**src/rtl/nn_weight_ld.sv**
```systemverilog
// nn_weight_ld: fetches weight lines from memory and streams one weight per
// cycle into neuron layers A, B, C; each neuron starts on a fresh line.
// Ports: clk, rst (sync, active-high), go/layer_en/abort control,
//   req_mem/mem_ready/mem_data memory side, write_x/x_sel/x_weight_sel/
//   x_weight_bus per layer, weight_valid, busy, cksum.
// Optional: define NN_WEIGHT_LD_CKSUM_EN to build the running weight checksum.
module nn_weight_ld #(
    parameter int DATA_W     = 16,
    parameter int LINE_WORDS = 32,
    parameter int A_NEURONS  = 15,
    parameter int A_WEIGHTS  = 401,
    parameter int B_NEURONS  = 15,
    parameter int B_WEIGHTS  = 16,
    parameter int C_NEURONS  = 36,
    parameter int C_WEIGHTS  = 16,
    localparam int AN_W = (A_NEURONS > 1) ? $clog2(A_NEURONS) : 1,
    localparam int BN_W = (B_NEURONS > 1) ? $clog2(B_NEURONS) : 1,
    localparam int CN_W = (C_NEURONS > 1) ? $clog2(C_NEURONS) : 1,
    localparam int AW_W = (A_WEIGHTS > 1) ? $clog2(A_WEIGHTS) : 1,
    localparam int BW_W = (B_WEIGHTS > 1) ? $clog2(B_WEIGHTS) : 1,
    localparam int CW_W = (C_WEIGHTS > 1) ? $clog2(C_WEIGHTS) : 1
) (
    input  logic                         clk,
    input  logic                         rst,
    input  logic                         go,
    input  logic [2:0]                   layer_en,
    input  logic                         abort,
    input  logic                         mem_ready,
    input  logic [LINE_WORDS*DATA_W-1:0] mem_data,
    output logic                         req_mem,
    output logic                         write_a,
    output logic                         write_b,
    output logic                         write_c,
    output logic [AN_W-1:0]              a_sel,
    output logic [BN_W-1:0]              b_sel,
    output logic [CN_W-1:0]              c_sel,
    output logic [AW_W-1:0]              a_weight_sel,
    output logic [BW_W-1:0]              b_weight_sel,
    output logic [CW_W-1:0]              c_weight_sel,
    output logic [DATA_W-1:0]            a_weight_bus,
    output logic [DATA_W-1:0]            b_weight_bus,
    output logic [DATA_W-1:0]            c_weight_bus,
    output logic                         weight_valid,
    output logic                         busy,
    output logic [31:0]                  cksum
);

    localparam int NC_W = (AN_W > BN_W) ? ((AN_W > CN_W) ? AN_W : CN_W)
                                        : ((BN_W > CN_W) ? BN_W : CN_W);
    localparam int WC_W = (AW_W > BW_W) ? ((AW_W > CW_W) ? AW_W : CW_W)
                                        : ((BW_W > CW_W) ? BW_W : CW_W);
    localparam int LW_W = (LINE_WORDS > 1) ? $clog2(LINE_WORDS) : 1;

    typedef enum logic [2:0] {S_IDLE, S_REQ, S_WAIT, S_EMIT, S_DONE} state_t;
    typedef enum logic [1:0] {L_A, L_B, L_C, L_NONE} layer_t;

    state_t state, state_n;
    layer_t layer, layer_n, layer_nx;
    logic [2:0] en_q, en_n;
    logic [NC_W-1:0] nrn, nrn_n;
    logic [WC_W-1:0] wcnt, wcnt_n;
    logic [LW_W-1:0] word, word_n;
    logic [LINE_WORDS-1:0][DATA_W-1:0] line_q, line_n;
    logic last_w, last_n, last_word;
    logic emit_n;
    logic [DATA_W-1:0] word_val;

    // Counters index the weight that is on the write bus while in EMIT;
    // outputs are registered from the next-state values.
    always_comb begin
        last_w = 1'b1;
        last_n = 1'b1;
        unique case (layer)
            L_A: begin
                last_w = (wcnt == WC_W'(A_WEIGHTS - 1));
                last_n = (nrn == NC_W'(A_NEURONS - 1));
            end
            L_B: begin
                last_w = (wcnt == WC_W'(B_WEIGHTS - 1));
                last_n = (nrn == NC_W'(B_NEURONS - 1));
            end
            L_C: begin
                last_w = (wcnt == WC_W'(C_WEIGHTS - 1));
                last_n = (nrn == NC_W'(C_NEURONS - 1));
            end
            default: ;
        endcase
        last_word = (word == LW_W'(LINE_WORDS - 1));

        layer_nx = L_NONE;
        if (layer == L_A && en_q[1])
            layer_nx = L_B;
        else if (layer != L_C && en_q[2])
            layer_nx = L_C;

        state_n = state;
        layer_n = layer;
        en_n    = en_q;
        nrn_n   = nrn;
        wcnt_n  = wcnt;
        word_n  = word;
        line_n  = line_q;

        if (abort) begin
            state_n = S_IDLE;
            layer_n = L_A;
            en_n    = '0;
            nrn_n   = '0;
            wcnt_n  = '0;
            word_n  = '0;
        end else begin
            unique case (state)
                S_IDLE, S_DONE: begin
                    if (go) begin
                        en_n    = layer_en;
                        nrn_n   = '0;
                        wcnt_n  = '0;
                        word_n  = '0;
                        state_n = S_REQ;
                        priority case (1'b1)
                            layer_en[0]: layer_n = L_A;
                            layer_en[1]: layer_n = L_B;
                            layer_en[2]: layer_n = L_C;
                            default: begin
                                layer_n = L_A;
                                state_n = S_DONE;
                            end
                        endcase
                    end
                end
                S_REQ: state_n = S_WAIT;
                S_WAIT: begin
                    if (mem_ready) begin
                        line_n  = mem_data;
                        word_n  = '0;
                        state_n = S_EMIT;
                    end
                end
                S_EMIT: begin
                    if (last_w) begin
                        // rest of the line is dropped; next neuron refetches
                        wcnt_n  = '0;
                        word_n  = '0;
                        state_n = S_REQ;
                        if (last_n) begin
                            nrn_n = '0;
                            if (layer_nx == L_NONE)
                                state_n = S_DONE;
                            else
                                layer_n = layer_nx;
                        end else begin
                            nrn_n = nrn + 1'b1;
                        end
                    end else begin
                        wcnt_n = wcnt + 1'b1;
                        if (last_word)
                            state_n = S_REQ;
                        else
                            word_n = word + 1'b1;
                    end
                end
                default: state_n = S_IDLE;
            endcase
        end

        emit_n   = (state_n == S_EMIT);
        word_val = line_n[word_n];
    end

    always_ff @(posedge clk) begin
        line_q <= line_n;
    end

    always_ff @(posedge clk) begin
        if (rst) begin
            state        <= S_IDLE;
            layer        <= L_A;
            en_q         <= '0;
            nrn          <= '0;
            wcnt         <= '0;
            word         <= '0;
            req_mem      <= 1'b0;
            busy         <= 1'b0;
            weight_valid <= 1'b0;
            write_a      <= 1'b0;
            write_b      <= 1'b0;
            write_c      <= 1'b0;
            a_sel        <= '0;
            b_sel        <= '0;
            c_sel        <= '0;
            a_weight_sel <= '0;
            b_weight_sel <= '0;
            c_weight_sel <= '0;
            a_weight_bus <= '0;
            b_weight_bus <= '0;
            c_weight_bus <= '0;
        end else begin
            state        <= state_n;
            layer        <= layer_n;
            en_q         <= en_n;
            nrn          <= nrn_n;
            wcnt         <= wcnt_n;
            word         <= word_n;
            req_mem      <= (state_n == S_REQ);
            busy         <= (state_n inside {S_REQ, S_WAIT, S_EMIT});
            weight_valid <= (state_n == S_DONE);
            write_a      <= emit_n && layer_n == L_A;
            write_b      <= emit_n && layer_n == L_B;
            write_c      <= emit_n && layer_n == L_C;
            a_sel        <= (emit_n && layer_n == L_A) ? nrn_n[AN_W-1:0] : '0;
            b_sel        <= (emit_n && layer_n == L_B) ? nrn_n[BN_W-1:0] : '0;
            c_sel        <= (emit_n && layer_n == L_C) ? nrn_n[CN_W-1:0] : '0;
            a_weight_sel <= (emit_n && layer_n == L_A) ? wcnt_n[AW_W-1:0] : '0;
            b_weight_sel <= (emit_n && layer_n == L_B) ? wcnt_n[BW_W-1:0] : '0;
            c_weight_sel <= (emit_n && layer_n == L_C) ? wcnt_n[CW_W-1:0] : '0;
            a_weight_bus <= (emit_n && layer_n == L_A) ? word_val : '0;
            b_weight_bus <= (emit_n && layer_n == L_B) ? word_val : '0;
            c_weight_bus <= (emit_n && layer_n == L_C) ? word_val : '0;
        end
    end

`ifdef NN_WEIGHT_LD_CKSUM_EN
    logic start;
    logic [DATA_W-1:0] wr_w;

    // idle buses are held at zero, so OR-ing them selects the active one
    assign start = go && !abort && (state == S_IDLE || state == S_DONE);
    assign wr_w  = a_weight_bus | b_weight_bus | c_weight_bus;

    always_ff @(posedge clk) begin
        if (rst || abort || start)
            cksum <= '0;
        else if (write_a || write_b || write_c)
            cksum <= cksum + 32'(signed'(wr_w));
    end
`else
    assign cksum = '0;
`endif

endmodule

```
**config.mk**
```make
export PLATFORM = sky130hd
export DESIGN_NAME = nn_weight_ld
export DESIGN_NICKNAME = d
export VERILOG_FILES = /design/src/rtl/nn_weight_ld.sv
export SDC_FILE = /design/constraint.sdc
export NUM_CORES = 1
export LEC_CHECK = 0
export CAP_MARGIN = 20
export CELL_PAD_IN_SITES_DETAIL_PLACEMENT = 1
export CELL_PAD_IN_SITES_GLOBAL_PLACEMENT = 1
export CORE_MARGIN = 1.5
export CORE_UTILIZATION = 41
export CTS_CLUSTER_SIZE = 20
export DETAILED_ROUTE_END_ITERATION = 7
export HOLD_SLACK_MARGIN = 0.05
export PLACE_DENSITY_LB_ADDON = 0.1
export SLEW_MARGIN = 0
export SYNTH_ARGS = -nofsm -noshare
export SYNTH_HDL_FRONTEND = slang
export SYNTH_SLANG_ARGS = --single-unit
```
**constraint.sdc**
```tcl
create_clock -name clk -period 5.9 [get_ports clk]
set_input_delay 1.18 -clock clk [delete_from_list [all_inputs] [get_ports clk]]
set_output_delay 1.18 -clock clk [all_outputs]
set_load 0.02 [all_outputs]
```
Yosys cells after proc, flatten, opt, wreduce, memory -nomap -nowiden
Index checks and enable logic that the tools add are counted.
Cells by class
  $add $sub $neg: 3
  multipliers: 0
  divide/modulo/power cells: 0
  order comparisons: 1
  eq/ne operators: 19
  shifts and indexed selects: 0
  multiplexer cells: 44
  bitwise operators: 3
  reduce and logical (&&, ||, !) cells: 17
Operators with widths (number)
  $mux W512: 3
  $bmux W16 S5: 1
  $mux W3: 10
  $mux W9: 3
  $mux W5: 5
  $mux W6: 4
  $mux W2: 9
  $pmux W9 S2: 1
  $mux W16: 1
  $pmux W5 S3: 1
  $reduce_or A2 Y1: 7
  $eq A3 B2 Y1 const B: 4
  $pmux W3 S4: 1
  $pmux W6 S2: 1
  $add A9 B1 Y9 const B: 1
  $eq A9 B4 Y1 const B: 1
  $eq A9 B9 Y1 const B: 1
  $add A6 B1 Y6 const B: 1
  $eq A2 B2 Y1 const B: 3
  $eq A3 B1 Y1 const B: 2
  $eq A3 B3 Y1 const B: 2
  $eq A6 B4 Y1 const B: 1
  $eq A6 B6 Y1 const B: 1
  $lt A5 B6 Y1 const B: 1
  13 further kinds: 22
Word-level totals
  bits in registers: 625
  latch bits: 0
  memory bits (writable): 0
  memory bits (read-only): 0
  input port bits: 520
  output and inout port bits: 117
  word-level logic and storage cells: 140
  memories: 0

Longest topological paths before layout
  word-level depth: 14
  gate-level depth with buffers: 14

Worst setup path before layout
No wires, ideal clock.
  kind: in2reg
  start: input go
  end: register a_weight_bus[13]
  setup time: 0.078 ns
  arrival time: 3.327 ns
  required time: 5.822 ns
  setup slack: 2.495 ns
  stages on the path: 12
  path buffers: 3
  cells stage by stage: or3b_4 > o21a_4 > and2_4 > a32o_1 > and3_4 > buf_6 > and2_4 > buf_6 > buf_6 > o21a_1 > a2111o_1 > nor3_1
On the way
  cells in the longest elaborated chain, start to end: 7
  elaborated cells between the ends (all ways): 16
  those cells by class: eq/ne: 1; mux: 11; bitwise: 1; reduce/logical: 3
RTL lines
  start, declared: line 25  | input logic go,
  branches (longest 7 deep; another with $bmux W16 S5)
  end signal, assigned: line 216  | a_weight_bus <= (emit_n && layer_n == L_A) ? word_val : '0;
  end, declared: line 40  | output logic [DATA_W-1:0] a_weight_bus,
Several ways; the timed one is not identified. The select of a mux whose other input is x is not followed.
A chain may end at the register's enable or synchronous reset.

Worst setup path after layout
  start: register layer[0]
  end: register c_weight_bus[1]
On the way
  cells in the longest elaborated chain, start to end: 14
  elaborated cells between the ends (all ways): 34
  those cells by class: eq/ne: 6; mux: 20; bitwise: 1; reduce/logical: 7
RTL lines
  start, declared: line 58  | layer_t layer, layer_n, layer_nx;
  start signal, assigned: line 199  | layer <= layer_n;
  $ne A2 B2 Y1: line 93  | else if (layer != L_C && en_q[2])
  $logic_and A1 B1 Y1: line 93
  $mux W1: line 93
  $mux W2: line 91  | if (layer == L_A && en_q[1])
  $eq A2 B2 Y1: line 147  | if (layer_nx == L_NONE)
  $mux W3 or $mux W2 (tied branches): line 147
  $mux W3 or $mux W2 (tied branches): line 145  | if (last_n) begin
  $mux W3 or $mux W2 (tied branches): line 140  | if (last_w) begin
  $pmux W3 S4 or $pmux W2 S2 (tied branches): line 112  | unique case (state)
  $mux W3 or $mux W2 (tied branches): line 104  | if (abort) begin
  $eq A3 B2 Y1 or $eq A2 B2 Y1 (tied branches): line 166, 218
  $logic_and A1 B1 Y1: line 218  | c_weight_bus <= (emit_n && layer_n == L_C) ? word_val : '0;
  $not A1 Y1 (no source line)
  $reduce_or A2 Y1 (no source line)
  end signal, assigned: line 218
  end, declared: line 42  | output logic [DATA_W-1:0] c_weight_bus,
Several ways; a longest one is shown, not always the timed one. The select of a mux whose other input is x is not followed.

==> metrics.txt <==
area grow syn2layout=35.09%; Slew Limit Fails=0; mux contribution to synthesized area=0.2676; Post-Synthesis Cell Area=25810 µm²; Synth Area in Simple Gates=0.08208; adder-cell share of the synthesized area=0.002909; final non-filler cell total=3799; layout cells sized above 1=0.2246; synthesized instance count=2345; FF+latch area=12490 µm²; number of flops mapped to enable cells by yosys=0; fillers=6541; Synth Area in XOR/XNOR=0.0006788; Port Buffer Count=604; GRT Overall Usage=0.3022; Synth Warn #=0; crit path kind=flop to flop; Die Height=253.9 µm; antenna-violating nets left=0; grt total ovfl=0; crit end category=flop; final hold slack=453.9 ps; proportion of synthesized chip area in sequential cells=0.4841; first-pass GRT wire length=143300 µm; Placed Cells incl. Taps=3658; final worst slack=1049 ps; CTS H-tree lvls=3; CP max-delay cell=a21o_4; Starting Density=0.4166; main combinational cell family by area after synthesis=multiplexers; Longest Clk Path Bufs=3; Site Rows=91; worst-skew pair later-pin latency=600 ps; TritonCTS Sinks=624; Routed WL=100100 µm; die area=64460 µm²; Tcrit/Tclk final=0.8222; CTS clock-pin slew for the worst setup and hold paths=60 ps; initial antenna violation count=31; fin nets=3418; vias in the first global route=22020; largest net degree at the start of global routing=129; vias per inst=5.403; CP cell instances=ha_1, nand4bb_1, nor3_4, buf_4, a21o_4, nor2_1, o311a_1, o21ai_1, nand4_1, nor3_1; die width=253.9 µm; routed len/inst=26.35 µm; Tmin final=4851 ps; area occupied by multi-input gates=12190 µm²; CTS buffer count=69; RSZ-0062 raised after global routing=false; Synth async-reset ratio=0; peak supply drop=0.1988 mV; Hold Buf Count CTS=0; worst path arrival time=5370 ps; Crit Path Max Fanout=78; DP Worst Slack=807.3 ps; post-synthesis cell type count=81; metal2 WL=49170 µm; pwr dens=289.8 nW/µm²; Resized cells post-CTS=0; Boundary Pins=637; commonest cells after routing, fill and taps aside=dfxtp_1, clkdlybuf4s50_1, mux2_2, nor2_1, mux2i_1; Vias=20530; post-DP HPWL=75990 µm; Seq cells post-synth=624; Critical Path RT=6420 ps; Syn Area/Cell=11.00 µm²; max_slew headroom=0.2866; Hold/Removal Path Class=flop to flop; DR DRC count=0; final setup fails=0; CP Launch Type=flop; Fin Setup TNS=0 ps; gpl congestion=0.8830; Root Driver=clkbuf_16; CORE AREA=61940 µm²; Max Fclk=206.1 MHz; Clock Skew=25.05 ps; Worst-Margin Slew=1070 ps; status=completed; Max stage delay on crit path=790 ps; DRT iter0 DRCs=1090; most common cell after layout, fill and taps aside=dfxtp_1; highest metal used=met5; post-layout util=0.5628; total of max-cap violations=0; met3 wire length=6523 µm; met1 WL=40680 µm; Synth Area in Compound Gates=0.1108; static leakage=15.32 nW; Synth Flop Type=dfxtp_1; CTS tree=built; final-report hold violation count=0; number of detailed-route iterations in the first pass=5; Post-CTS Setup Inserts=0
[kinds of logic after synthesis]
kind of cell	Yosys count
adders and majority gates	6
muxes	630
AOI/OAI and AO/OA	367
and+or+nand+nor	446
DFF	624
xor gates and xnor gates	2
buffers and inverters	269
other	1
[cell usage after synthesis, types with 8 or more instances]
master       n  area (µm²)
a211o_1     41       359.1
a211oi_1    32       240.2
a21oi_1     20       100.1
a22oi_1     15       112.6
a2bb2oi_1   15       131.4
a31oi_1     11       68.82
and2_1       9       56.30
buf_1       16       60.06
buf_2       86       430.4
buf_4       48       360.4
clkbuf_1    42       157.7
dfxtp_1    624       12490
inv_1       72       270.3
mux2_2     476        5360
mux2i_1    153        1531
nand2_1     53       198.9
nand2b_1    23       143.9
nand3_1     13       65.06
nand3b_1    12       90.09
nand4_1     17       106.4
nor2_1     216       810.8
nor2b_1     15       93.84
nor3_1      53       265.3
o2111a_1     8       90.09
o2111ai_1   15       131.4
o211ai_1    41       307.8
o21a_1      13       97.59
o21ai_0     43       215.2
o21ai_1     22       110.1
o2bb2ai_1   15       131.4
o311a_1     30       300.3
or3_1        8       50.05
[registers in the layout (all words and copies together) (netlist names), 5 cells and up]
signal / flops
c_weight_bus: 16
nrn: 6
line_q: 512
word: 5
a_weight_sel: 9
b_weight_bus: 16
c_sel: 6
a_weight_bus: 16
wcnt: 9
[final timing paths]
check	start	to	slack (ps)	cells past startpoint
setup / recovery	layer[0]	c_weight_bus[1]	1050	10
hold / removal	line_q[145]	line_q[145]	450	2
setup reg to reg	layer[0]	c_weight_bus[1]	1050	10
hold reg to reg	line_q[145]	line_q[145]	450	2
[worst max-delay path: cells and delay by family (launching register included)]
family | cells | cell delay [ps]
simple gates | 5 | 1880
buf+inv | 1 | 530
compound gates | 3 | 1700
fa+ha+maj | 1 | 250
flops | 1 | 360
[power by group]
group	leakage (nW)	switching (mW)	internal (mW)
Combinational	9.08	0.420	0.615
Clock	1.17	1.77	2.70
Sequential	5.08	0.0759	4.52
[per-layer routing]
| metal | global-route usage | up-vias |
|---|---|---|
| li1 | - | 9467 |
| met1 | 0.3613 | 10190 |
| met2 | 0.5194 | 657 |
| met3 | 0.07354 | 182 |
| met4 | 0.1196 | 26 |
| met5 | 0 | - |
[through the flow]
stage | power [mW] | cell area, µm²
after floorplan | 5.159 | 25920
after global placement | 5.661 | 32440
after detailed placement | 5.712 | 32440
after CTS | 10.19 | 34810
after global routing | 10.45 | 34860
final | 10.10 | 34860
[final cells by class]
class	instances	share of cell area
clock inverter	20	0.007322
timing repair buffer	642	0.1848
clock buffer	102	0.06066
inverter	72	0.007752
antenna	19	0.001364
tap	837	0.03004
multi-input combinational	1483	0.3497
sequential	624	0.3583
Power figures use the tool's default switching activity.
